File: config.mk
export PLATFORM = sky130hd
export DESIGN_NAME = sram_pixel_plotter
export DESIGN_NICKNAME = d
export VERILOG_FILES = /design/src/rtl/sram_pixel_plotter.sv
export SDC_FILE = /design/constraint.sdc
export NUM_CORES = 1
export LEC_CHECK = 0
export ABC_AREA = 1
export CAP_MARGIN = 20
export CORE_MARGIN = 4
export CORE_UTILIZATION = 55
export CTS_CLUSTER_DIAMETER = 100
export CTS_CLUSTER_SIZE = 8
export DETAILED_ROUTE_END_ITERATION = 6
export GPL_ROUTABILITY_DRIVEN = 0
export PLACE_DENSITY = 0.79
export SLEW_MARGIN = 20
export SYNTH_ARGS = -nofsm -noshare
export SYNTH_HDL_FRONTEND = slang
export SYNTH_SLANG_ARGS = --single-unit
export TNS_END_PERCENT = 50
File: constraint.sdc
create_clock -name clk -period 5.3 [get_ports clk]
set_input_delay 1.06 -clock clk [delete_from_list [all_inputs] [get_ports clk]]
set_output_delay 1.06 -clock clk [all_outputs]
set_load 0.05 [all_outputs]
File: src/rtl/sram_pixel_plotter.sv
// Framebuffer write side: scales camera points to 640x480 and sets one pixel
// per plot via SRAM read-modify-write, or clears the whole 1-bpp frame.
module sram_pixel_plotter #(
  parameter int WORDS_PER_LINE = 40,
  parameter int LINES          = 480,
  parameter int CAM_INVALID    = 1023
) (
  input  logic        clk,
  input  logic        reset,
  input  logic [9:0]  x,
  input  logic [9:0]  y,
  input  logic        plot,
  input  logic        erase,
  output logic [17:0] address,
  output logic [15:0] data_write,
  input  logic [15:0] data_read,
  output logic        read,
  output logic        write,
  input  logic        ready,
  output logic        busy,
  output logic        done
);

  localparam logic [17:0] LAST_ADDR =
    18'(WORDS_PER_LINE * LINES - 1);
  localparam logic [9:0] INVALID = 10'(CAM_INVALID);

  typedef enum logic [2:0] {
    IDLE,
    RD_WAIT,
    MODIFY,
    WR_WAIT,
    ERASE_WAIT,
    ERASE_GAP
  } state_t;

  state_t state, state_n;

  logic [17:0] addr_n;
  logic [15:0] wdata_n;
  logic        read_n;
  logic        write_n;
  logic        done_n;
  logic [15:0] mask_q, mask_n;
  logic [15:0] word_q, word_n;

  // x*5/8 maps 1024 -> 640 and 768 -> 480 with shifts and one add
  logic [12:0] x13;
  logic [12:0] y13;
  logic [9:0]  sx;
  logic [9:0]  sy;
  logic [17:0] sy18;
  logic [17:0] row_base;
  logic [17:0] plot_addr;
  logic [3:0]  bit_idx;
  logic [15:0] plot_mask;
  logic        point_ok;

  assign x13 = {3'b000, x} + {1'b0, x, 2'b00};
  assign y13 = {3'b000, y} + {1'b0, y, 2'b00};
  assign sx  = x13[12:3];
  assign sy  = y13[12:3];

  assign sy18      = {8'd0, sy};
  assign row_base  = (sy18 << 5) + (sy18 << 3);
  assign plot_addr = row_base + {12'd0, sx[9:4]};

  assign bit_idx   = 4'd15 - sx[3:0];
  assign plot_mask = 16'd1 << bit_idx;

  assign point_ok = (x != INVALID) &&
                    (y != INVALID) &&
                    (y < 10'd768);

  assign busy = (state != IDLE);

  always_ff @(posedge clk or posedge reset) begin
    if (reset) begin
      state      <= IDLE;
      address    <= '0;
      data_write <= '0;
      read       <= 1'b0;
      write      <= 1'b0;
      done       <= 1'b0;
      mask_q     <= '0;
      word_q     <= '0;
    end else begin
      state      <= state_n;
      address    <= addr_n;
      data_write <= wdata_n;
      read       <= read_n;
      write      <= write_n;
      done       <= done_n;
      mask_q     <= mask_n;
      word_q     <= word_n;
    end
  end

  always_comb begin
    state_n = state;
    addr_n  = address;
    wdata_n = data_write;
    read_n  = read;
    write_n = write;
    done_n  = 1'b0;
    mask_n  = mask_q;
    word_n  = word_q;
    unique case (state)
      IDLE: begin
        if (erase) begin
          addr_n  = '0;
          wdata_n = '0;
          write_n = 1'b1;
          state_n = ERASE_WAIT;
        end else if (plot && point_ok) begin
          addr_n  = plot_addr;
          mask_n  = plot_mask;
          read_n  = 1'b1;
          state_n = RD_WAIT;
        end
      end
      RD_WAIT: begin
        if (ready) begin
          word_n  = data_read;
          read_n  = 1'b0;
          state_n = MODIFY;
        end
      end
      MODIFY: begin
        // pixel already lit: skip the write entirely
        if ((word_q & mask_q) != 16'd0) begin
          done_n  = 1'b1;
          state_n = IDLE;
        end else begin
          wdata_n = word_q | mask_q;
          write_n = 1'b1;
          state_n = WR_WAIT;
        end
      end
      WR_WAIT: begin
        if (ready) begin
          write_n = 1'b0;
          done_n  = 1'b1;
          state_n = IDLE;
        end
      end
      ERASE_WAIT: begin
        if (ready) begin
          write_n = 1'b0;
          if (address == LAST_ADDR) begin
            done_n  = 1'b1;
            state_n = IDLE;
          end else begin
            state_n = ERASE_GAP;
          end
        end
      end
      ERASE_GAP: begin
        addr_n  = address + 18'd1;
        write_n = 1'b1;
        state_n = ERASE_WAIT;
      end
      default: begin
        state_n = IDLE;
        read_n  = 1'b0;
        write_n = 1'b0;
      end
    endcase
  end

endmodule

Word level (Yosys, flattened, before mapping)
Index checks and enable logic that the tools add are counted.
- bits of input ports: 41
- register bits: 72
- word-level logic and storage cells: 81
- reductions and logical operators: 17
- magnitude comparators: 1
- equality and inequality tests: 17
- shift-type cells: 1
- add/subtract/negate cells: 6
- muxes and demuxes: 26
- bitwise logic cells: 5
- operators with widths (cell ; count):
    two-way mux 18 bit ; 2
    one-hot mux 18 bit (2 select lines) ; 1
    two-way mux 16 bit ; 2
    one-hot mux 16 bit (2 select lines) ; 1
    adder 10 x 12 -> 13 bit ; 2
    inequality test 10 bit, second input constant ; 2
    adder 18 x 1 -> 18 bit, second input constant ; 1
    equality test 18 x 15 -> 1 bit, second input constant ; 1
    two-way mux 3 bit ; 6
    one-hot mux 3 bit (6 select lines) ; 1
    adder 16 x 6 -> 17 bit ; 1
    adder 15 x 13 -> 16 bit ; 1
    bitwise AND 16 bit ; 1
    bitwise OR 16 bit ; 1
    nonzero test 16 bit ; 1
    << shifter 1 x 4 -> 16 bit, first input constant ; 1
    inequality test 2 bit, second input constant ; 7
    AND reduction 4 bit ; 3
    less-than comparator 10 bit, second input constant ; 1
    two-way mux 1 bit ; 9
    equality test 3 x 2 -> 1 bit, second input constant ; 2
    equality test 3 bit, second input constant ; 2
    one-hot mux 1 bit (3 select lines) ; 2
    AND reduction 3 bit ; 2
    14 further kinds ; 20

Logic depth before layout (Yosys ltp)
Gate-level depths: netlist of run 1.
- depth in word-level cells: 7
- gate-level depth with buffers: 21
- gate-level depth less buffers: 21

Worst setup path before layout of run 1
No wires, ideal clock.
- kind: input to register
- start point: input x[2]
- end point: register address[12]
- required time: 5182 ps
- stages on the path: 20
- data arrival time: 3684 ps
- setup time: 118 ps
- setup slack: 1498 ps
- buffers on the path: 0
- cells stage by stage: nand2_1 inv_1 fa_1 nand3_1 nand2_1 nand3_1 o2111ai_1 inv_1 nor2_1 fa_1 inv_1 fa_1 o21bai_1 nand2_1 nand2_1 nand2_1 nand3_1 nand2_1 nand2_1 nand2_1
- longest elaborated chain between the ends: 6
- elaborated cells on any way between the ends: 11
- classes of those cells: add/sub (2); eq/ne (2); mux (3); reduce/logical (4)
- RTL lines (what ; line ; text):
    from (decl) ; 10 ; input logic [9:0] x,
    parallel branches: the longest is 6 deep, another holds adder 16 x 6 -> 17 bit ; n/a ;
    to (signal assigned) ; 89 ; address <= addr_n;
    to (decl) ; 14 ; output logic [17:0] address,
Several ways; the timed one is not identified. The select of a mux whose other input is x is not followed.
A chain may end at the register's enable or synchronous reset.

Final worst setup path of run 1
Ends and elaborated chain as after synthesis.

==> impl_metrics.py, run 1 <==
metrics = {
    "outcome": {
        "status": "finished, final reports clean",
    },
    "power_and_ir_drop": {
        "p_sw_mw": 1.736,
        "power.internal_mw": 1.664,
        "power_density_nw_per_um2": 545.0,
        "p_leak_nw": 3.120,
        "p_sw_frac": 0.5105,
        "totalPowerFinal_mw": 3.400,
        "ir_drop_v": 0.0003457,
        "pwr-share-seq": 0.293,
        "p_clk_frac": 0.131,
        "pwr-share-comb": 0.576,
    },
    "synthesis": {
        "synth_top_cell_by_area": "dfrtp_1",
        "synth_most_common_cell": "nand2_1",
        "synth_ff_type": "dfrtp_1",
        "synth_cell_types": 39,
        "ys_seq_elements": 72,
        "ys_top_cells_by_count": "nand2_1, inv_1, dfrtp_1",
        "synth_cells": 714,
        "async_reset_ff_frac": 1.000,
        "netlist_area_um2": 5179,
        "avgSynthCellArea_um2": 7.253,
        "ys_seq_area_frac": 0.3479,
        "synth-edff-count": 0,
        "syn_nets": 793,
        "yosys-top-cells-area": "dfrtp_1, nand2_1, ha_1, inv_1, o21ai_0",
        "yosysTopAreaCellShare": 0.3479,
        "ys.warnings.count": 0,
    },
    "clock_network": {
        "cts_buffer_depth": 2,
        "postCtsSetupRepairBufs": 0,
        "htree_levels": 3,
        "clkSinkCount": 72,
        "cts-buffers-inserted": 9,
        "clockRootBuffer": "clkbuf_8",
        "clkSlewWorstSetupHoldPaths_ps": 80,
        "post_cts_resized": 0,
        "clock_latency_ps": 340,
        "cts_tree": "done",
        "cts_hold_buf": 0,
    },
    "timing": {
        "relSlewSlack": 0.4096,
        "tightest_slew_ps": 885.7,
        "clock_skew_ps": 6.883,
        "setup_slack_ps": 1015,
        "setup_viol": 0,
        "clock.fmax_mhz": 233.4,
        "rsz0062_at_grt": "false",
        "final-hold-violation-count": 0,
        "period_share": 0.8085,
        "drv_slew": 0,
        "fin_crit_ps": 4285,
        "tns_ps": 0,
    },
    "place": {
        "dp_slack_ps": 665.0,
        "portBuffers": 78,
        "hpwl_mm": 10.05,
        "dp_cells": 892,
    },
    "floorplan": {
        "die_w_um": 105.0,
        "initial_core_util": 0.5631,
        "ios": 79,
        "die-area_um2": 11030,
        "coreArea_um2": 9196,
        "die_h_um": 105.0,
        "rows": 35,
    },
    "cells_and_area": {
        "stdcell_count": 908,
        "nFillCells": 820,
        "final_nets": 871,
        "drive_gt1_frac": 0.06274,
        "antenna_cells": 0,
        "fin_util": 0.6784,
        "syn_to_final_growth_pct": 20.46,
    },
    "global_routing": {
        "grt_pass1_vias": 5029,
        "grt_pass1_wl_mm": 22.40,
        "grt_start_max_net_pins": 52,
        "gr-total-overflow": 0,
        "antenna_found_initial": 0,
        "grt_usage": 0.2413,
    },
    "worst_setup_path": {
        "cp-start-kind": "input pin",
        "end_kind": "flip-flop",
        "critPathRequiredTime_ps": 5530,
        "criticalPathCategory": "in -> reg",
        "worstPathMaxFanout": 4,
        "arrival_ps": 4520,
    },
    "hold_path": {
        "hp-class": "reg -> reg",
    },
    "route": {
        "drc": 0,
        "via_per_inst": 5.519,
        "vias": 5011,
        "ant_nets": 0,
        "dr.pass1.iters": 5,
        "drt-initial-drc-count": 281,
        "routed_wl_mm": 12.84,
        "avgRoutedWirePerCell_um": 14.15,
    },
    "flow_run": {
        "drv_cap": 0,
    },
}
## stage by stage
| step | hold slack [ps] | instance area, um^2 |
|---|---|---|
| after global routing | 500.0 | 6238 |
| after floorplan | 494.8 | 5179 |
| after global placement | 453.8 | 6036 |
| final | 476.8 | 6238 |
| after CTS | 478.5 | 6237 |
| after detailed placement | 458.2 | 6036 |
## cells by family after synthesis
kind of cell | after synthesis | share of synthesized area
XOR/XNOR | 15 | 0.02537
flip-flops | 72 | 0.3479
AND/OR/NAND/NOR | 371 | 0.3001
adder cells (fa/ha/maj) | 38 | 0.09761
buffers and inverters | 90 | 0.07055
multiplexers | 16 | 0.03479
AO/OA/AOI/OAI | 112 | 0.1237
## cell usage in the layout, fill, tap and decap left out, types with 3 or more instances in the layout
cell,count
inv_1,73
nand2_2,3
nand3b_1,5
clkdlybuf4s50_1,78
nor3_1,6
o211ai_1,16
nand3_1,50
fa_1,4
mux2_2,16
o21ai_0,53
inv_6,3
ha_1,34
nor2_1,70
o21bai_1,4
nand2_1,222
xnor2_1,7
a21oi_1,28
clkbuf_8,9
xor2_1,8
o21ai_1,3
nand4_1,7
dfrtp_1,72
inv_2,3
## power by group through the flow
stage	clock (mW)	sequential (mW)	combinational [mW]
global placement	0	0.985	1.91
finish	0.446	0.996	1.96
detailed placement	0	0.998	1.95
global route	0.477	1.03	2.16
floorplan	0	1.36	1.03
CTS	0.455	0.992	1.97
## per-layer routing
layer / GRT usage / vias up / share of wire
met5: 0 / - / 0
met4: 0.07310 / 0 / 0.015
met3: 0.03768 / 24 / 0.035
met2: 0.4432 / 120 / 0.52
met1: 0.2883 / 2364 / 0.43
li1: - / 2503 / -
## worst max-delay path, cell delays in order
cell and delay [ps]:
clkdlybuf4s50_1 450, nand2_1 110, inv_1 70, fa_1 420
nand3_1 100, nand2_1 100, nand3_1 90, o2111ai_1 150
inv_1 90, nor2_1 50, fa_1 530, inv_1 70
fa_1 470, o21bai_1 290, nand2_1 110, nand2_1 70
nand2_1 50, nand3_1 70, nand2_1 60, nand2_1 60
nand2_1 50
## sequential cells by signal (all words and copies together), names as in the netlist
name	count
data_write	16
mask_q	16
word_q	16
write	1
done	1
read	1
address	18
state	3
## area by class of cell
type	count	area, um^2	area share
clock buffers	9	123.9	0.01986
clock inverters	7	77.57	0.01243
inverters	78	296.5	0.04753
multi-input cells	552	3012	0.4828
flip-flops and latches	72	1802	0.2888
well taps	111	138.9	0.02226
repair buffers	79	788.3	0.1264
## path summary, 6_finish.rpt
path / from / end / slack, ps / cells past startpoint
setup / recovery: x[2] / address[12] / 1020 / 21
hold reg to reg: data_write[5] / data_write[5] / 480 / 2
min in group asynchronous: reset / data_write[2] / 1200 / 2
hold / removal: data_write[5] / data_write[5] / 480 / 2
setup reg to reg: state[2] / state[1] / 3080 / 6
max in group asynchronous: reset / word_q[8] / 3290 / 3
(Power assumes the default switching activity.)
==> run 2, diff against run 1 <==
Settings changed: CORE_UTILIZATION 55 to 50, PLACE_DENSITY 0.79 to 0.76.
Clock period 5.3 ns to 3.6 ns, I/O delays scaled along.
==> impl_metrics.py, run 2 (synthesis gave the netlist of run 1 again) <==
metrics = {
    "clock_network": {
        "cts_hold_buf": 0,
        "cts_buffer_depth": 2,
        "clockRootBuffer": "clkbuf_8",
        "clkSinkCount": 72,
        "cts-buffers-inserted": 9,
        "cts_tree": "done",
        "htree_levels": 3,
        "clkSlewWorstSetupHoldPaths_ps": 90,
        "clock_latency_ps": 360,
    },
    "floorplan": {
        "die-area_um2": 12050,
        "die_h_um": 109.8,
        "ios": 79,
        "initial_core_util": 0.5226,
        "die_w_um": 109.8,
        "coreArea_um2": 9910,
        "rows": 36,
    },
    "cells_and_area": {
        "fin_util": 0.7101,
        "largest-register": "address",
        "final_nets": 935,
        "syn_to_final_growth_pct": 35.88,
        "antenna_cells": 0,
        "final_cell_mix": "nand2_1, inv_1, dfrtp_1",
        "nFillCells": 785,
        "stdcell_area_um2": 7037,
        "largest_reg_flops": 18,
        "final_common_cell": "nand2_1",
        "drive_gt1_frac": 0.1835,
    },
    "flow_run": {
        "drv_cap": 0,
    },
    "outcome": {
        "status": "finished, final reports clean",
    },
    "worst_setup_path": {
        "rr_worst_depth": 11,
        "critPathRequiredTime_ps": 3880,
        "critPathTopFamily": "adder cells",
        "crit_path_cell_trace": "clkdlybuf4s50_1 > buf_4 > nand2_1 > fa_1 > inv_1 > nand3_1 > nand3_2 > nand2_1 > nand2_2 > xor2_2 > ha_1 > ha_4 > nand2_1 > inv_1 > a21oi_2 > nand3_1 > nand2_1 > nand3_1 > a21oi_1",
        "cp-start-kind": "input pin",
        "end_kind": "flip-flop",
        "critPathSlowestCell": "clkdlybuf4s50_1",
        "worstPathMaxFanout": 4,
        "ff2ff_setup_slack_ps": 1570,
        "path_buf_inv": 4,
        "r2r_start": "state[1]",
        "worst_path_largest_cell_delay_ps": 480,
        "crit_top_cell": "nand2_1",
        "criticalPathCategory": "in -> reg",
        "regToRegEndpoint": "address[0]",
        "arrival_ps": 3730,
    },
    "global_routing": {
        "grt_pass1_wl_mm": 23.03,
        "grt_pass1_vias": 5277,
        "gr-total-overflow": 0,
        "grt_usage": 0.2370,
        "antenna_found_initial": 0,
        "grt_start_max_net_pins": 33,
    },
    "route": {
        "drc": 0,
        "drt-initial-drc-count": 215,
        "vias": 5309,
        "via_per_inst": 5.341,
        "ant_nets": 0,
        "dr.pass1.iters": 6,
        "avgRoutedWirePerCell_um": 14.24,
        "routed_wl_mm": 14.16,
    },
    "place": {
        "hpwl_mm": 10.59,
        "place_area_um2": 6514,
        "portBuffers": 78,
    },
    "timing": {
        "final-hold-violation-count": 0,
        "clock_skew_ps": 15.61,
        "clock.fmax_mhz": 289.5,
        "fin_crit_ps": 3454,
        "drv_slew": 0,
        "tns_ps": 0,
        "setup_viol": 0,
        "relSlewSlack": 0.5502,
        "rsz0062_at_grt": "true",
        "tightest_slew_ps": 674.0,
        "period_share": 0.9596,
    },
    "power_and_ir_drop": {
        "power_density_nw_per_um2": 758.2,
        "ir_drop_v": 0.0006259,
        "p_leak_nw": 3.523,
    },
    "hold_path": {
        "worstHoldEndpoint": "data_write[0]",
        "holdPathStages": 2,
        "hp-start": "data_write[0]",
        "hp-class": "reg -> reg",
    },
}
run 2: metrics by stage:
stage | hold slack, ps | cells | setup slack, ps | total power, mW
floorplan | 494.8 | 714 | 138.2 | 3.515
detailed placement | 457.3 | 974 | -478.7 | 4.534
global route | 501.6 | 994 | -57.02 | 5.748
finish | 477.1 | 994 | 145.6 | 5.335
CTS | 479.9 | 991 | 16.34 | 5.185
global placement | 452.7 | 974 | -376.4 | 4.443
run 2: worst max path at each step:
| stage | start | cells past startpoint | slack (ps) | end |
|---|---|---|---|---|
| 2_1_floorplan | x[2] | 20 | 140 | address[12] |
| 3_3_place_gp | x[2] | 21 | -380 | address[12] |
| 3_5_place_dp | x[2] | 21 | -480 | address[12] |
| 4_1_cts | x[2] | 18 | 20 | address[7] |
| 5_1_grt | y[6] | 21 | -60 | address[14] |
| 6_report | y[2] | 19 | 150 | address[13] |
run 2: tightest hold or removal path, stage by stage, from the launching register on:
cell,delay [ps]
dfrtp_1,350
nand2_1,50
nand2_1,40
run 2: power breakdown:
| group | internal (mW) | switching, mW |
|---|---|---|
| Combinational | 1.23 | 2.04 |
| Sequential | 1.15 | 0.304 |
| Clock | 0.262 | 0.357 |
| Total | 2.64 | 2.70 |
run 2: layout make-up:
type	instances	area, um^2	area share
clock buffers	9	123.9	0.01760
clock inverters	7	60.06	0.008535
inverters	78	295.3	0.04196
multi-input cells	552	3294	0.4682
flip-flops and latches	72	1802	0.2560
well taps	133	166.4	0.02365
repair buffers	143	1295	0.1840
run 2: layer usage:
layer	share of wire	vias to the layer above	track usage	routed length (um)
li1	-	2617	-	-
met3	0.050	24	0.04169	707
met5	0	-	0	0
met2	0.52	151	0.4311	7388
met1	0.41	2517	0.2793	5752
met4	0.022	0	0.08281	309
run 2: repair_timing:
item                                    CTS  global route
endpoints found under the setup margin    4            10
setup buffers                             1             3
pin swaps                                 1            14
gates resized for setup                   5            54
hold endpoints to repair                  0             0
